## config.mk

```make
export PLATFORM = sky130hd
export DESIGN_NAME = ff_regfile_mp
export DESIGN_NICKNAME = d
export VERILOG_FILES = /design/src/rtl/ff_regfile_pkg.sv /design/src/rtl/ff_regfile_rd_port.sv /design/src/rtl/ff_regfile_mp.sv
export SDC_FILE = /design/constraint.sdc
export NUM_CORES = 1
export LEC_CHECK = 0
export CAP_MARGIN = 20
export CORE_MARGIN = 2
export CORE_UTILIZATION = 53
export CTS_BUF_LIST = sky130_fd_sc_hd__clkbuf_8
export CTS_CLUSTER_SIZE = 25
export DETAILED_ROUTE_END_ITERATION = 7
export PLACE_DENSITY = 0.79
export SLEW_MARGIN = 20
export SYNTH_ARGS = -nofsm -noshare
export SYNTH_HDL_FRONTEND = slang
export SYNTH_SLANG_ARGS = --single-unit
```

## constraint.sdc

```tcl
create_clock -name clk -period 4.1 [get_ports clk]
set_clock_uncertainty 0.1 [all_clocks]
set_input_delay 0.615 -clock clk [delete_from_list [all_inputs] [get_ports clk]]
set_output_delay 0.615 -clock clk [all_outputs]
set_load 0.005 [all_outputs]
```

## src/rtl/ff_regfile_pkg.sv

```systemverilog
// ff_regfile_pkg: shared definitions for the multi-port valid-tracked
// flip-flop register file.
//   clog2_cnt  - width of a counter that must hold 0..depth inclusive
//   rd_rsp_t   - one read-port response {data, valid, err} at the default
//                entry width RSP_DATA_W
package ff_regfile_pkg;

  localparam int RSP_DATA_W = 8;

  typedef struct packed {
    logic [RSP_DATA_W-1:0] data;
    logic                  valid;
    logic                  err;
  } rd_rsp_t;

  // The occupancy count must represent DEPTH itself, hence depth+1.
  function automatic int clog2_cnt(input int depth);
    return $clog2(depth + 1);
  endfunction

endpackage

```

## src/rtl/ff_regfile_rd_port.sv

```systemverilog
// ff_regfile_rd_port: one registered read port of ff_regfile_mp.
//   clk, resetn     - clock, synchronous active-low reset
//   mem_i, valid_i  - current entry array and valid vector (pre-edge state)
//   byp_en_i/addr_i/data_i - same-cycle in-range write, for write-through
//   rd_en_i, rd_addr_i     - read request
//   rd_data_o, rd_valid_o, rd_err_o - response, one cycle after rd_en_i
// Handshake: a request is accepted whenever rd_en_i is high at a rising
// edge (no ready); the response is a single-cycle strobe on rd_valid_o, and
// rd_data_o/rd_err_o are zero whenever rd_valid_o is low.
module ff_regfile_rd_port #(
  parameter int DATA_W = 8,
  parameter int ADDR_W = 3,
  parameter int DEPTH  = 8,
  parameter int BYPASS = 1
) (
  input  logic                         clk,
  input  logic                         resetn,
  input  logic [DEPTH-1:0][DATA_W-1:0] mem_i,
  input  logic [DEPTH-1:0]             valid_i,
  input  logic                         byp_en_i,
  input  logic [ADDR_W-1:0]            byp_addr_i,
  input  logic [DATA_W-1:0]            byp_data_i,
  input  logic                         rd_en_i,
  input  logic [ADDR_W-1:0]            rd_addr_i,
  output logic [DATA_W-1:0]            rd_data_o,
  output logic                         rd_valid_o,
  output logic                         rd_err_o
);

  localparam logic [ADDR_W:0] DEPTH_L = (ADDR_W + 1)'(DEPTH);

  logic              in_range;
  logic              byp_hit;
  logic              sel_valid;
  logic [DATA_W-1:0] sel_data;
  logic [DATA_W-1:0] data_d, data_q;
  logic              valid_d, valid_q;
  logic              err_d, err_q;

  assign in_range = ({1'b0, rd_addr_i} < DEPTH_L);
  assign byp_hit  = (BYPASS != 0) && byp_en_i && (byp_addr_i == rd_addr_i);

  // Decoded select keeps the array index within 0..DEPTH-1 even when
  // rd_addr_i is out of range.
  always_comb begin
    sel_valid = 1'b0;
    sel_data  = '0;
    for (int i = 0; i < DEPTH; i++) begin
      if (rd_addr_i == ADDR_W'(i)) begin
        sel_valid = valid_i[i];
        sel_data  = mem_i[i];
      end
    end
  end

  always_comb begin
    data_d  = '0;
    valid_d = 1'b0;
    err_d   = 1'b0;
    if (rd_en_i) begin
      valid_d = 1'b1;
      if (byp_hit) begin
        data_d = byp_data_i;
      end else if (in_range && sel_valid) begin
        data_d = sel_data;
      end else begin
        err_d = 1'b1;
      end
    end
  end

  always_ff @(posedge clk) begin
    if (!resetn) begin
      data_q  <= '0;
      valid_q <= 1'b0;
      err_q   <= 1'b0;
    end else begin
      data_q  <= data_d;
      valid_q <= valid_d;
      err_q   <= err_d;
    end
  end

  assign rd_data_o  = data_q;
  assign rd_valid_o = valid_q;
  assign rd_err_o   = err_q;

endmodule

```

## src/rtl/ff_regfile_mp.sv

```systemverilog
// ff_regfile_mp: flip-flop register file with per-entry valid bits, one
// write port, an invalidate port, a global flush and RD_PORTS registered
// read ports.
//   clk, resetn        - clock, synchronous active-low reset
//   wr_en/addr/data    - write; sets the entry valid
//   inv_en/addr        - clear one valid bit, data retained
//   flush              - clear all valid bits
//   rd_en, rd_addr     - per-port read requests (packed, ADDR_W per port)
//   rd_data, rd_valid, rd_err - per-port responses (packed, DATA_W per port)
//   wr_err             - one-cycle pulse after an out-of-range write/invalidate
//   count              - number of valid entries
module ff_regfile_mp
  import ff_regfile_pkg::*;
#(
  parameter int DATA_W   = 8,
  parameter int ADDR_W   = 3,
  parameter int DEPTH    = 8,
  parameter int RD_PORTS = 2,
  parameter int BYPASS   = 1
) (
  input  logic                         clk,
  input  logic                         resetn,
  input  logic                         wr_en,
  input  logic [ADDR_W-1:0]            wr_addr,
  input  logic [DATA_W-1:0]            wr_data,
  input  logic                         inv_en,
  input  logic [ADDR_W-1:0]            inv_addr,
  input  logic                         flush,
  input  logic [RD_PORTS-1:0]          rd_en,
  input  logic [RD_PORTS*ADDR_W-1:0]   rd_addr,
  output logic [RD_PORTS*DATA_W-1:0]   rd_data,
  output logic [RD_PORTS-1:0]          rd_valid,
  output logic [RD_PORTS-1:0]          rd_err,
  output logic                         wr_err,
  output logic [clog2_cnt(DEPTH)-1:0]  count
);

  localparam int              CNT_W   = clog2_cnt(DEPTH);
  localparam logic [ADDR_W:0] DEPTH_L = (ADDR_W + 1)'(DEPTH);

  logic [DEPTH-1:0][DATA_W-1:0] mem_q;
  logic [DEPTH-1:0]             valid_d, valid_q;
  logic [CNT_W-1:0]             count_d, count_q;
  logic                         wr_err_d, wr_err_q;
  logic                         wr_ok, inv_ok;
  logic [DEPTH-1:0]             wr_dec, inv_dec;

  assign wr_ok  = wr_en  && ({1'b0, wr_addr}  < DEPTH_L);
  assign inv_ok = inv_en && ({1'b0, inv_addr} < DEPTH_L);

  always_comb begin
    wr_dec  = '0;
    inv_dec = '0;
    for (int i = 0; i < DEPTH; i++) begin
      wr_dec[i]  = wr_ok  && (wr_addr  == ADDR_W'(i));
      inv_dec[i] = inv_ok && (inv_addr == ADDR_W'(i));
    end
  end

  // Valid-bit priority: flush > write > invalidate. count is the popcount
  // of the next-state vector so it lines up with valid_q every cycle.
  always_comb begin
    valid_d = valid_q;
    count_d = '0;
    for (int i = 0; i < DEPTH; i++) begin
      if (inv_dec[i]) valid_d[i] = 1'b0;
      if (wr_dec[i])  valid_d[i] = 1'b1;
      if (flush)      valid_d[i] = 1'b0;
      count_d = count_d + CNT_W'(valid_d[i]);
    end
  end

  // Out-of-range write and invalidate in one cycle collapse into one pulse.
  assign wr_err_d = (wr_en && !wr_ok) || (inv_en && !inv_ok);

  always_ff @(posedge clk) begin
    if (!resetn) begin
      valid_q  <= '0;
      count_q  <= '0;
      wr_err_q <= 1'b0;
    end else begin
      valid_q  <= valid_d;
      count_q  <= count_d;
      wr_err_q <= wr_err_d;
    end
  end

  // Data array is deliberately not reset; valid bits gate every read.
  // A write during flush still lands in the array.
  always_ff @(posedge clk) begin
    for (int i = 0; i < DEPTH; i++) begin
      if (wr_dec[i]) mem_q[i] <= wr_data;
    end
  end

  for (genvar p = 0; p < RD_PORTS; p++) begin : g_rd
    ff_regfile_rd_port #(
      .DATA_W (DATA_W),
      .ADDR_W (ADDR_W),
      .DEPTH  (DEPTH),
      .BYPASS (BYPASS)
    ) u_rd (
      .clk        (clk),
      .resetn     (resetn),
      .mem_i      (mem_q),
      .valid_i    (valid_q),
      .byp_en_i   (wr_ok),
      .byp_addr_i (wr_addr),
      .byp_data_i (wr_data),
      .rd_en_i    (rd_en[p]),
      .rd_addr_i  (rd_addr[p*ADDR_W +: ADDR_W]),
      .rd_data_o  (rd_data[p*DATA_W +: DATA_W]),
      .rd_valid_o (rd_valid[p]),
      .rd_err_o   (rd_err[p])
    );
  end

  assign wr_err = wr_err_q;
  assign count  = count_q;

endmodule

```

== Yosys cells after proc, flatten, opt, wreduce, memory -nomap -nowiden ==
Index checks and enable logic that the tools add are counted.

* Shift-type cells: 0
* $mul: 0
* Equal/unequal tests: 30
* Order comparisons: 0
* Bitwise gates (word level): 3
* Add/subtract/negate cells: 7
* Reduce and logical (&&, ||, !) cells: 26
* Multiplexer cells: 64
* Div/mod/pow operators: 0

{| class="wikitable"
|+ Operator list
! kind !! number
|-
| two-way mux 8 bit || 20
|-
| == test 3 bit (second input constant) || 16
|-
| two-way mux 1 bit || 44
|-
| == test 3 x 2 -> 1 bit (second input constant) || 8
|-
| logical AND 1 bit || 18
|-
| adder 4 x 1 -> 4 bit || 4
|-
| == test 3 x 1 -> 1 bit (second input constant) || 4
|-
| zero test 3 bit || 4
|-
| == test 3 bit || 2
|-
| OR reduction 3 bit || 2
|-
| adder 3 x 1 -> 4 bit || 1
|-
| AND reduction 2 bit || 2
|-
| adder 2 x 1 -> 3 bit || 1
|-
| NOT 1 bit || 3
|-
| adder 1 x 1 -> 2 bit || 1
|}

* Latch bits: 0
* Memory bits (writable): 0
* Output and inout port bits: 25
* ROM bits: 0
* Memories: 0
* Register bits after elaboration: 96

== Longest topological paths before layout ==
Gate-level depths: netlist of run 1.

* Word-level depth: 12
* Gate-level depth with buffers: 15
* Gate-level depth less buffers: 14

== Modules after synthesis ==
Synthesis of run 1 repeated with hierarchy kept, for this count alone.

* Cells, all modules: 335
* Area total of the unflattened synthesis: 4853.4 µm²

{| class="wikitable"
|+ By module, submodules not included
! module !! instances !! cells an instance !! area an instance (µm²) !! sequential area each (µm²)
|-
| ff_regfile_mp || 1 || 159 || 2788.9 || 2162.1
|-
| ff_regfile_rd_port || 2 || 88 || 1032.2 || 200.2
|}

== Least setup slack after synthesis of run 1 ==
No wires, ideal clock.

* Kind: input -> register
* Start point: in wr_addr[1]
* End point: reg count_q[1], in the netlist count[1]
* Arrival time: 3823 ps
* Setup slack: 110 ps
* Stages: 13
* Setup time: 68 ps
* Data required time: 3932 ps
* Path through: buf_2 > nor3_1 > a21oi_1 > nor2_1 > fa_1 > inv_1 > fa_1 > inv_1 > fa_1 > ha_1 > inv_1 > fa_1 > nor2_1

* Word-level cells in the longest chain between the ends: 11

{| class="wikitable"
|+ RTL lines
! element !! RTL line !! text
|-
| start, declared || ff_regfile_mp.sv:24 || <nowiki>input logic [ADDR_W-1:0] wr_addr,</nowiki>
|-
| zero test 3 bit || ff_regfile_mp.sv:55 || <nowiki>wr_dec[i] = wr_ok && (wr_addr == ADDR_W'(i));</nowiki>
|-
| logical AND 1 bit || ff_regfile_mp.sv:55 ||
|-
| named net wr_dec[0] || ff_regfile_mp.sv:46 || <nowiki>logic [DEPTH-1:0] wr_dec, inv_dec;</nowiki>
|-
| two-way mux 1 bit || ff_regfile_mp.sv:67 || <nowiki>if (wr_dec[i]) valid_d[i] = 1'b1;</nowiki>
|-
| two-way mux 1 bit || ff_regfile_mp.sv:68 || <nowiki>if (flush) valid_d[i] = 1'b0;</nowiki>
|-
| named net valid_d[0] || ff_regfile_mp.sv:42 || <nowiki>logic [DEPTH-1:0] valid_d, valid_q;</nowiki>
|-
| adder 1 x 1 -> 2 bit || ff_regfile_mp.sv:69 || <nowiki>count_d = count_d + CNT_W'(valid_d[i]);</nowiki>
|-
| adder 2 x 1 -> 3 bit || ff_regfile_mp.sv:69 ||
|-
| adder 3 x 1 -> 4 bit || ff_regfile_mp.sv:69 ||
|-
| adder 4 x 1 -> 4 bit (4 in a row) || ff_regfile_mp.sv:69 ||
|-
| end signal, assigned || ff_regfile_mp.sv:83 || <nowiki>count_q <= count_d;</nowiki>
|-
| end, declared || ff_regfile_mp.sv:43 || <nowiki>logic [CNT_W-1:0] count_d, count_q;</nowiki>
|}

The timed path passes the listed nets, and every way through them passes these cells.
A chain may end at the register's enable or synchronous reset.

== Worst setup path after layout of run 1 ==
* Start point: in inv_en
* End point: reg count_q[2], in the netlist count[2]

* Word-level cells in the longest chain between the ends: 11

{| class="wikitable"
|+ RTL lines
! element !! RTL line !! text
|-
| start, declared || ff_regfile_mp.sv:26 || <nowiki>input logic inv_en,</nowiki>
|-
| logical AND 1 bit || ff_regfile_mp.sv:56 || <nowiki>inv_dec[i] = inv_ok && (inv_addr == ADDR_W'(i));</nowiki>
|-
| two-way mux 1 bit || ff_regfile_mp.sv:66 || <nowiki>if (inv_dec[i]) valid_d[i] = 1'b0;</nowiki>
|-
| two-way mux 1 bit || ff_regfile_mp.sv:67 ||
|-
| two-way mux 1 bit || ff_regfile_mp.sv:68 ||
|-
| named net valid_d[0] || ff_regfile_mp.sv:42 ||
|-
| adder 1 x 1 -> 2 bit || ff_regfile_mp.sv:69 ||
|-
| adder 2 x 1 -> 3 bit || ff_regfile_mp.sv:69 ||
|-
| adder 3 x 1 -> 4 bit || ff_regfile_mp.sv:69 ||
|-
| adder 4 x 1 -> 4 bit (4 in a row) || ff_regfile_mp.sv:69 ||
|}

The timed path passes the listed nets, and every way through them passes these cells.

==> results.py, run 1 <==
metrics = {
    "worst_setup_path": {
        "cp-start-kind": "primary input",
        "cp_cell_sequence": "clkdlybuf4s50_1 > nor2b_4 > nand2_1 > a21oi_1 > nor2_1 > fa_1 > inv_1 > fa_1 > inv_1 > fa_1 > ha_1 > inv_1 > fa_1 > xor2_1 > nor2_1",
        "reg2reg_slack_ps": 790,
        "path_class": "in2reg",
        "r2r-start": "valid_q[0]",
        "crit_start": "inv_en",
        "critical_path.slowest_cell": "fa_1",
        "reg2reg_to": "count[2]",
        "max_stage_delay_ps": 530,
        "r2r_cells": 12,
        "cp-end-kind": "register",
        "path_common_cell": "fa_1",
        "crit_arrival_ps": 4120,
        "crit_fanout": 4,
        "cp.required_ps": 4290,
    },
    "pwr": {
        "vdd_drop_max_v": 0.000158,
        "p_leak_nw": 2.02,
        "power_density_mw_per_mm2": 341,
    },
    "hold_path": {
        "min_path_cells": 2,
        "hold-path-endpoint": "valid_q[2]",
        "hold_start": "valid_q[2]",
        "hp-class": "reg2reg",
    },
    "clocking": {
        "cts_hold_buf": 0,
        "cts_inserted_buffers": 9,
        "cts_setup_buffers": 0,
        "clockBufferDepth": 2,
        "ctsHtreeMaxLevel": 3,
        "cts_resized": 0,
        "cts_tree": "built",
        "clockRootBuffer": "clkbuf_8",
        "path_clk_slew_ps": 90,
        "cts.sinks": 96,
        "clkLatencyLatePin_ps": 360,
    },
    "yosys": {
        "avgSynthCellArea_um2": 11.8,
        "synth_top_area_share_pct": 40.3,
        "synth.largest_area_cell": "edfxtp_1",
        "yosys_warnings": 0,
        "syn_inst": 404,
        "synthFlopType": "edfxtp_1",
        "synthArstFlopShare_pct": 0,
        "netlist_top_cells_area": "edfxtp_1 40%, dfxtp_1 13%, mux2_2 4.0%",
        "seq_area_frac_synth_pct": 53.8,
        "syn-num-nets": 438,
        "ys_top_cells_by_count": "64 x edfxtp_1, 32 x dfxtp_1, 29 x nor2_1, 28 x nand2_1, 27 x a21oi_1",
        "synth-seq-cells": 96,
        "synthDistinctLibCells": 56,
        "post-synth-top-count-cell": "edfxtp_1",
        "synth_edf_count": 64,
        "synth_area_mm2": 0.00477,
    },
    "global_routing": {
        "grt_pass1_wl_mm": 18.7,
        "antenna_found_initial": 0,
        "grt_pass1_vias": 3681,
        "grt_max_degree": 26,
        "overflow": 0,
        "grt.total_usage_pct": 25.3,
    },
    "route": {
        "drtAntennaViolNets": 0,
        "routed_wl_mm": 12.1,
        "via_per_inst": 6.39,
        "num_vias": 3715,
        "drt_iter0_markers": 279,
        "drtPass1Iterations": 7,
        "drc_errors": 0,
        "wire_per_inst_um": 20.8,
    },
    "floorplanning": {
        "die-area_mm2": 0.00977,
        "start_util_pct": 54.6,
        "die-height_um": 98.8,
        "die-width_um": 98.8,
        "io_pins": 52,
        "num_rows": 34,
        "core_area_mm2": 0.00872,
    },
    "outcome": {
        "status": "finished clean",
    },
    "cells_and_area": {
        "seq_area_mm2": 0.00256,
        "nFillCells": 654,
        "area_growth_syn_to_layout_pct": 19.0,
        "multi_input_area_mm2": 0.00196,
        "antenna_cells": 0,
        "drive_gt1_share_pct": 17.3,
        "utilization_pct": 65.1,
        "final_nets": 502,
    },
    "placed_design": {
        "place_ws_ps": -328,
        "port_buffers": 50,
        "hpwl_mm": 8.04,
        "gp_congestion": 0.872,
    },
    "sta": {
        "hold_violations": 0,
        "grt_setup_unrepaired": "false",
        "timing.fmax_ghz": 0.254,
        "finalCriticalPeriod_ps": 3930,
        "finalSetupViolCount": 0,
        "fin_crit_sh_pct": 95.8,
        "tightest_slew_ps": 682,
        "slew_headroom_pct": 54.4,
        "maxSlewViolCount": 0,
        "setup_ws_ps": 171,
    },
    "job": {
        "cap_violations": 0,
    },
}
## how the worst max path moves through the flow
stage	cells past startpoint	end	slack [ps]
floorplan	13	count[1]	110
global placement	15	count[2]	-230
detailed placement	15	count[2]	-330
CTS	15	count[2]	50
global route	15	count[2]	30
finish	15	count[2]	170
## kinds of logic (layout without fill, tap and decap cells)
kind of cell / Yosys count / in the layout / share of synthesized area (%)
DFF: 96 / 96 / 53.8
buffers and inverters: 48 / 117 / 5.41
other: 1 / 1 / 0.0787
muxes: 39 / 39 / 10.7
xor gates and xnor gates: 7 / 7 / 1.29
and+or+nand+nor: 104 / 104 / 10.9
AOI/OAI and AO/OA: 102 / 102 / 15.4
adders and majority gates: 7 / 7 / 2.47
## layer usage
| metal | routed length (µm) | global-route usage (%) | vias to the layer above |
|---|---|---|---|
| met4 | 493 | 12.4 | 0 |
| met5 | 0 | 0 | - |
| met1 | 4780 | 31.8 | 1802 |
| met3 | 1040 | 5.46 | 55 |
| met2 | 5780 | 41.5 | 197 |
| li1 | - | - | 1661 |
## cells in the final DEF, fill, tap and decap left out, types with 5 or more instances in the layout
cell type | synthesis | final
xnor2_1 | 6 | 6
a22o_1 | 11 | 11
clkbuf_8 | 0 | 9
nor3_1 | 10 | 10
o21ai_0 | 8 | 8
nor2_1 | 29 | 28
a221oi_1 | 15 | 15
mux2i_1 | 14 | 14
a21oi_1 | 27 | 26
mux2_2 | 17 | 17
mux4_2 | 8 | 8
nand2b_1 | 8 | 8
clkdlybuf4s50_1 | 0 | 49
buf_4 | 10 | 34
edfxtp_1 | 64 | 64
nand3_1 | 6 | 6
o22ai_1 | 8 | 8
o211ai_1 | 5 | 5
inv_1 | 16 | 16
dfxtp_1 | 32 | 32
nand2_1 | 28 | 28
## metrics by stage
stage,std cells,cell area (µm²),TNS [ps],hold slack (ps),power [mW]
after floorplan,404,4770,0,438,1.24
after global placement,565,5460,-410,501,1.33
after detailed placement,565,5460,-580,511,1.34
after CTS,581,5660,0,525,1.94
after global routing,581,5670,0,568,2.01
final,581,5670,0,528,1.94
## critical path: cells and delay by family
family	cells	cell delay [ps]
adder cells (fa/ha/maj)	5	2080
buffers and inverters	4	650
XOR/XNOR	1	170
AO/OA/AOI/OAI	1	190
AND/OR/NAND/NOR	4	430
## state kept, by name (all words and copies together) (netlist names)
name / count
g_rd.u_rd.rd_err_o: 2
g_rd.u_rd.rd_valid_o: 2
g_rd.u_rd.rd_data_o: 16
mem_q: 64
valid_q: 8
count: 4
## power breakdown
group	total [mW]	switching, mW	internal, mW
registers	1.07	0.0143	1.06
clock network	0.611	0.330	0.281
logic	0.250	0.134	0.116
total	1.94	0.478	1.46
## final cells by class
| type | instances | area share [%] |
|---|---|---|
| inverters | 17 | 1.12 |
| clock inverters | 7 | 1.24 |
| well taps | 108 | 2.38 |
| repair buffers | 84 | 13.4 |
| flip-flops and latches | 96 | 45.2 |
| multi-input cells | 260 | 34.5 |
| clock buffers | 9 | 2.18 |
(Power assumes the default switching activity.)
==> run 2, diff against run 1 <==
--- a/config.mk
+++ b/config.mk
@@ -9,6 +9,7 @@
 export CORE_MARGIN = 2
 export CORE_UTILIZATION = 53
 export CTS_BUF_LIST = sky130_fd_sc_hd__clkbuf_8
+export CTS_CLUSTER_DIAMETER = 100
 export CTS_CLUSTER_SIZE = 25
 export DETAILED_ROUTE_END_ITERATION = 7
 export PLACE_DENSITY = 0.79
==> results of run 2 <==
The final DEF is identical to that of run 1; final timing and power are the same.
==> run 3, diff against run 2 <==
--- a/config.mk
+++ b/config.mk
@@ -6,12 +6,14 @@
 export NUM_CORES = 1
 export LEC_CHECK = 0
 export CAP_MARGIN = 20
+export CORE_ASPECT_RATIO = 0.6
 export CORE_MARGIN = 2
 export CORE_UTILIZATION = 53
 export CTS_BUF_LIST = sky130_fd_sc_hd__clkbuf_8
 export CTS_CLUSTER_DIAMETER = 100
 export CTS_CLUSTER_SIZE = 25
 export DETAILED_ROUTE_END_ITERATION = 7
+export GPL_TIMING_DRIVEN = 0
 export PLACE_DENSITY = 0.79
 export SLEW_MARGIN = 20
 export SYNTH_ARGS = -nofsm -noshare
==> results.py, run 3 (synthesis gave the netlist of run 1 again) <==
metrics = {
    "outcome": {
        "status": "finished clean",
    },
    "worst_setup_path": {
        "cp_cell_sequence": "clkdlybuf4s50_1 > nor2b_4 > nand2_1 > a21oi_2 > nor2_1 > fa_1 > inv_1 > fa_1 > inv_1 > fa_1 > ha_1 > inv_1 > fa_1 > xor2_1 > nor2_1",
        "crit_arrival_ps": 4220,
        "cpLargestDelayFamily": "adder cells",
        "path_common_cell": "fa_1",
        "max_stage_delay_ps": 550,
        "crit_fanout": 4,
        "cp-end-kind": "register",
        "cp.required_ps": 4310,
        "reg2reg_slack_ps": 770,
        "path_buf_inv": 4,
        "cp-start-kind": "primary input",
        "r2r-start": "valid_q[0]",
        "r2r_cells": 12,
        "critical_path.slowest_cell": "fa_1",
        "reg2reg_to": "count[2]",
        "path_class": "in2reg",
    },
    "clocking": {
        "ctsHtreeMaxLevel": 3,
        "cts.sinks": 96,
        "cts_tree": "built",
        "clkLatencyLatePin_ps": 370,
        "clockRootBuffer": "clkbuf_8",
        "cts_setup_buffers": 0,
        "path_clk_slew_ps": 100,
        "cts_inserted_buffers": 9,
        "clockBufferDepth": 2,
    },
    "pwr": {
        "vdd_drop_max_v": 0.000209,
        "clkPwrFrac_pct": 31.7,
        "seqPwrFrac_pct": 55.1,
        "p_leak_nw": 2.01,
        "power_switching_share_pct": 25.5,
        "p_sw_mw": 0.497,
        "power_density_mw_per_mm2": 346,
        "combPwrFrac_pct": 13.1,
        "p_int_mw": 1.45,
    },
    "hold_path": {
        "hp-class": "reg2reg",
        "min_path_cells": 2,
        "hold-path-endpoint": "valid_q[3]",
        "hold_start": "valid_q[3]",
    },
    "route": {
        "routed_wl_mm": 13.1,
        "drtAntennaViolNets": 0,
        "num_vias": 3682,
        "drt_iter0_markers": 476,
        "drtPass1Iterations": 5,
        "dr.max_layer_used": "met4",
        "wl_met1_mm": 5.52,
        "wl_met2_mm": 5.68,
        "route.met3.wl_mm": 1.70,
        "drc_errors": 0,
        "wire_per_inst_um": 22.6,
        "via_per_inst": 6.36,
    },
    "sta": {
        "finalSetupViolCount": 0,
        "hold_violations": 0,
        "finalCriticalPeriod_ps": 4010,
        "tightest_slew_ps": 956,
        "fin_crit_sh_pct": 97.8,
        "setup_ws_ps": 89.9,
        "maxSlewViolCount": 0,
        "timing.fmax_ghz": 0.249,
        "slew_headroom_pct": 36.3,
    },
    "floorplanning": {
        "die-area_mm2": 0.00979,
        "die-height_um": 77.5,
        "start_util_pct": 55.3,
        "io_pins": 52,
        "num_rows": 26,
        "die-width_um": 126,
        "core_area_mm2": 0.00862,
    },
    "job": {
        "cap_violations": 0,
    },
    "cells_and_area": {
        "utilization_pct": 65.5,
        "final_cell_mix": "64 x edfxtp_1, 42 x clkdlybuf4s50_1, 32 x dfxtp_1",
        "final_common_cell": "edfxtp_1",
        "largest_reg_flops": 64,
        "largest_register": "mem_q",
        "antenna_cells": 0,
        "drive_gt1_share_pct": 18.6,
        "final_nets": 496,
        "area_growth_syn_to_layout_pct": 18.4,
    },
    "global_routing": {
        "grt_pass1_vias": 3572,
        "overflow": 0,
        "grt_pass1_wl_mm": 20.0,
        "grt.total_usage_pct": 27.1,
        "grt_max_degree": 17,
        "antenna_found_initial": 0,
    },
    "placed_design": {
        "place_ws_ps": -773,
        "port_buffers": 45,
        "hpwl_mm": 9.12,
        "gp_congestion": 0.936,
    },
}
==> run 3: cell types whose count changed in the layout (fill, tap and decap cells not counted), moves of 3 or more <==
cell             previous run  this run
buf_4                      34        12
buf_2                       0        14
clkdlybuf4s50_1            49        42
nor2_1                     28        23
nor2_4                      0         4
buf_6                       0         3
==> run 3: timing repair <==
action / 4_1_cts / 5_1_grt
gates resized for setup: 8 / 11
cloned: 0 / 0
hold endpoints to repair: 0 / 0
setup endpoints to repair: 4 / 2
hold buffers: 0 / 0
==> run 3: layout make-up <==
cell class | instances | area (µm²)
Buffer | 31 | 195
Clock buffer | 9 | 124
Clock inverter | 7 | 72.6
Fill cell | 631 | 2980
Inverter | 17 | 63.8
Multi-Input combinational cell | 260 | 2010
Sequential cell | 96 | 2560
Tap cell | 112 | 140
Timing Repair Buffer | 47 | 473
==> run 3: power groups by stage <==
stage / Combinational [mW] / Sequential, mW / Clock (mW)
after detailed placement: 0.242 / 1.10 / 0
final: 0.257 / 1.08 / 0.620
after CTS: 0.246 / 1.07 / 0.625
after global routing: 0.272 / 1.08 / 0.664
after floorplan: 0.147 / 1.09 / 0
after global placement: 0.236 / 1.10 / 0
==> run 3: how the worst max path moves through the flow <==
stage	start	endpoint	depth (start not counted)	slack (ps)
global route	inv_addr[1]	count[2]	15	-30
global placement	wr_addr[2]	count[1]	14	-1290
CTS	wr_addr[2]	count[2]	15	3
detailed placement	wr_addr[2]	count[1]	14	-770
floorplan	wr_addr[1]	count[1]	13	110
finish	inv_addr[2]	count[2]	15	90
==> run 3: stage by stage <==
stage / cells / hold WS (ps) / power [mW] / setup TNS, ps / cell area (µm²)
finish: 579 / 498 / 1.95 / 0 / 5640
global route: 579 / 504 / 2.01 / -26.4 / 5640
CTS: 579 / 517 / 1.95 / 0 / 5600
detailed placement: 563 / 503 / 1.34 / -2360 / 5380
global placement: 561 / 476 / 1.33 / -4520 / 5360
floorplan: 404 / 438 / 1.24 / 0 / 4770
==> run 3: worst min-delay path: stages, from the launching register on <==
cell and delay (ps):
dfxtp_1 360, a21oi_2 150, nor3_1 50
==> run 3: per-layer routing <==
layer / track usage [%] / vias to the layer above
met2: 37.6 / 231
li1: - / 1649
met5: 0 / -
met4: 7.03 / 0
met1: 39.7 / 1775
met3: 10.4 / 27
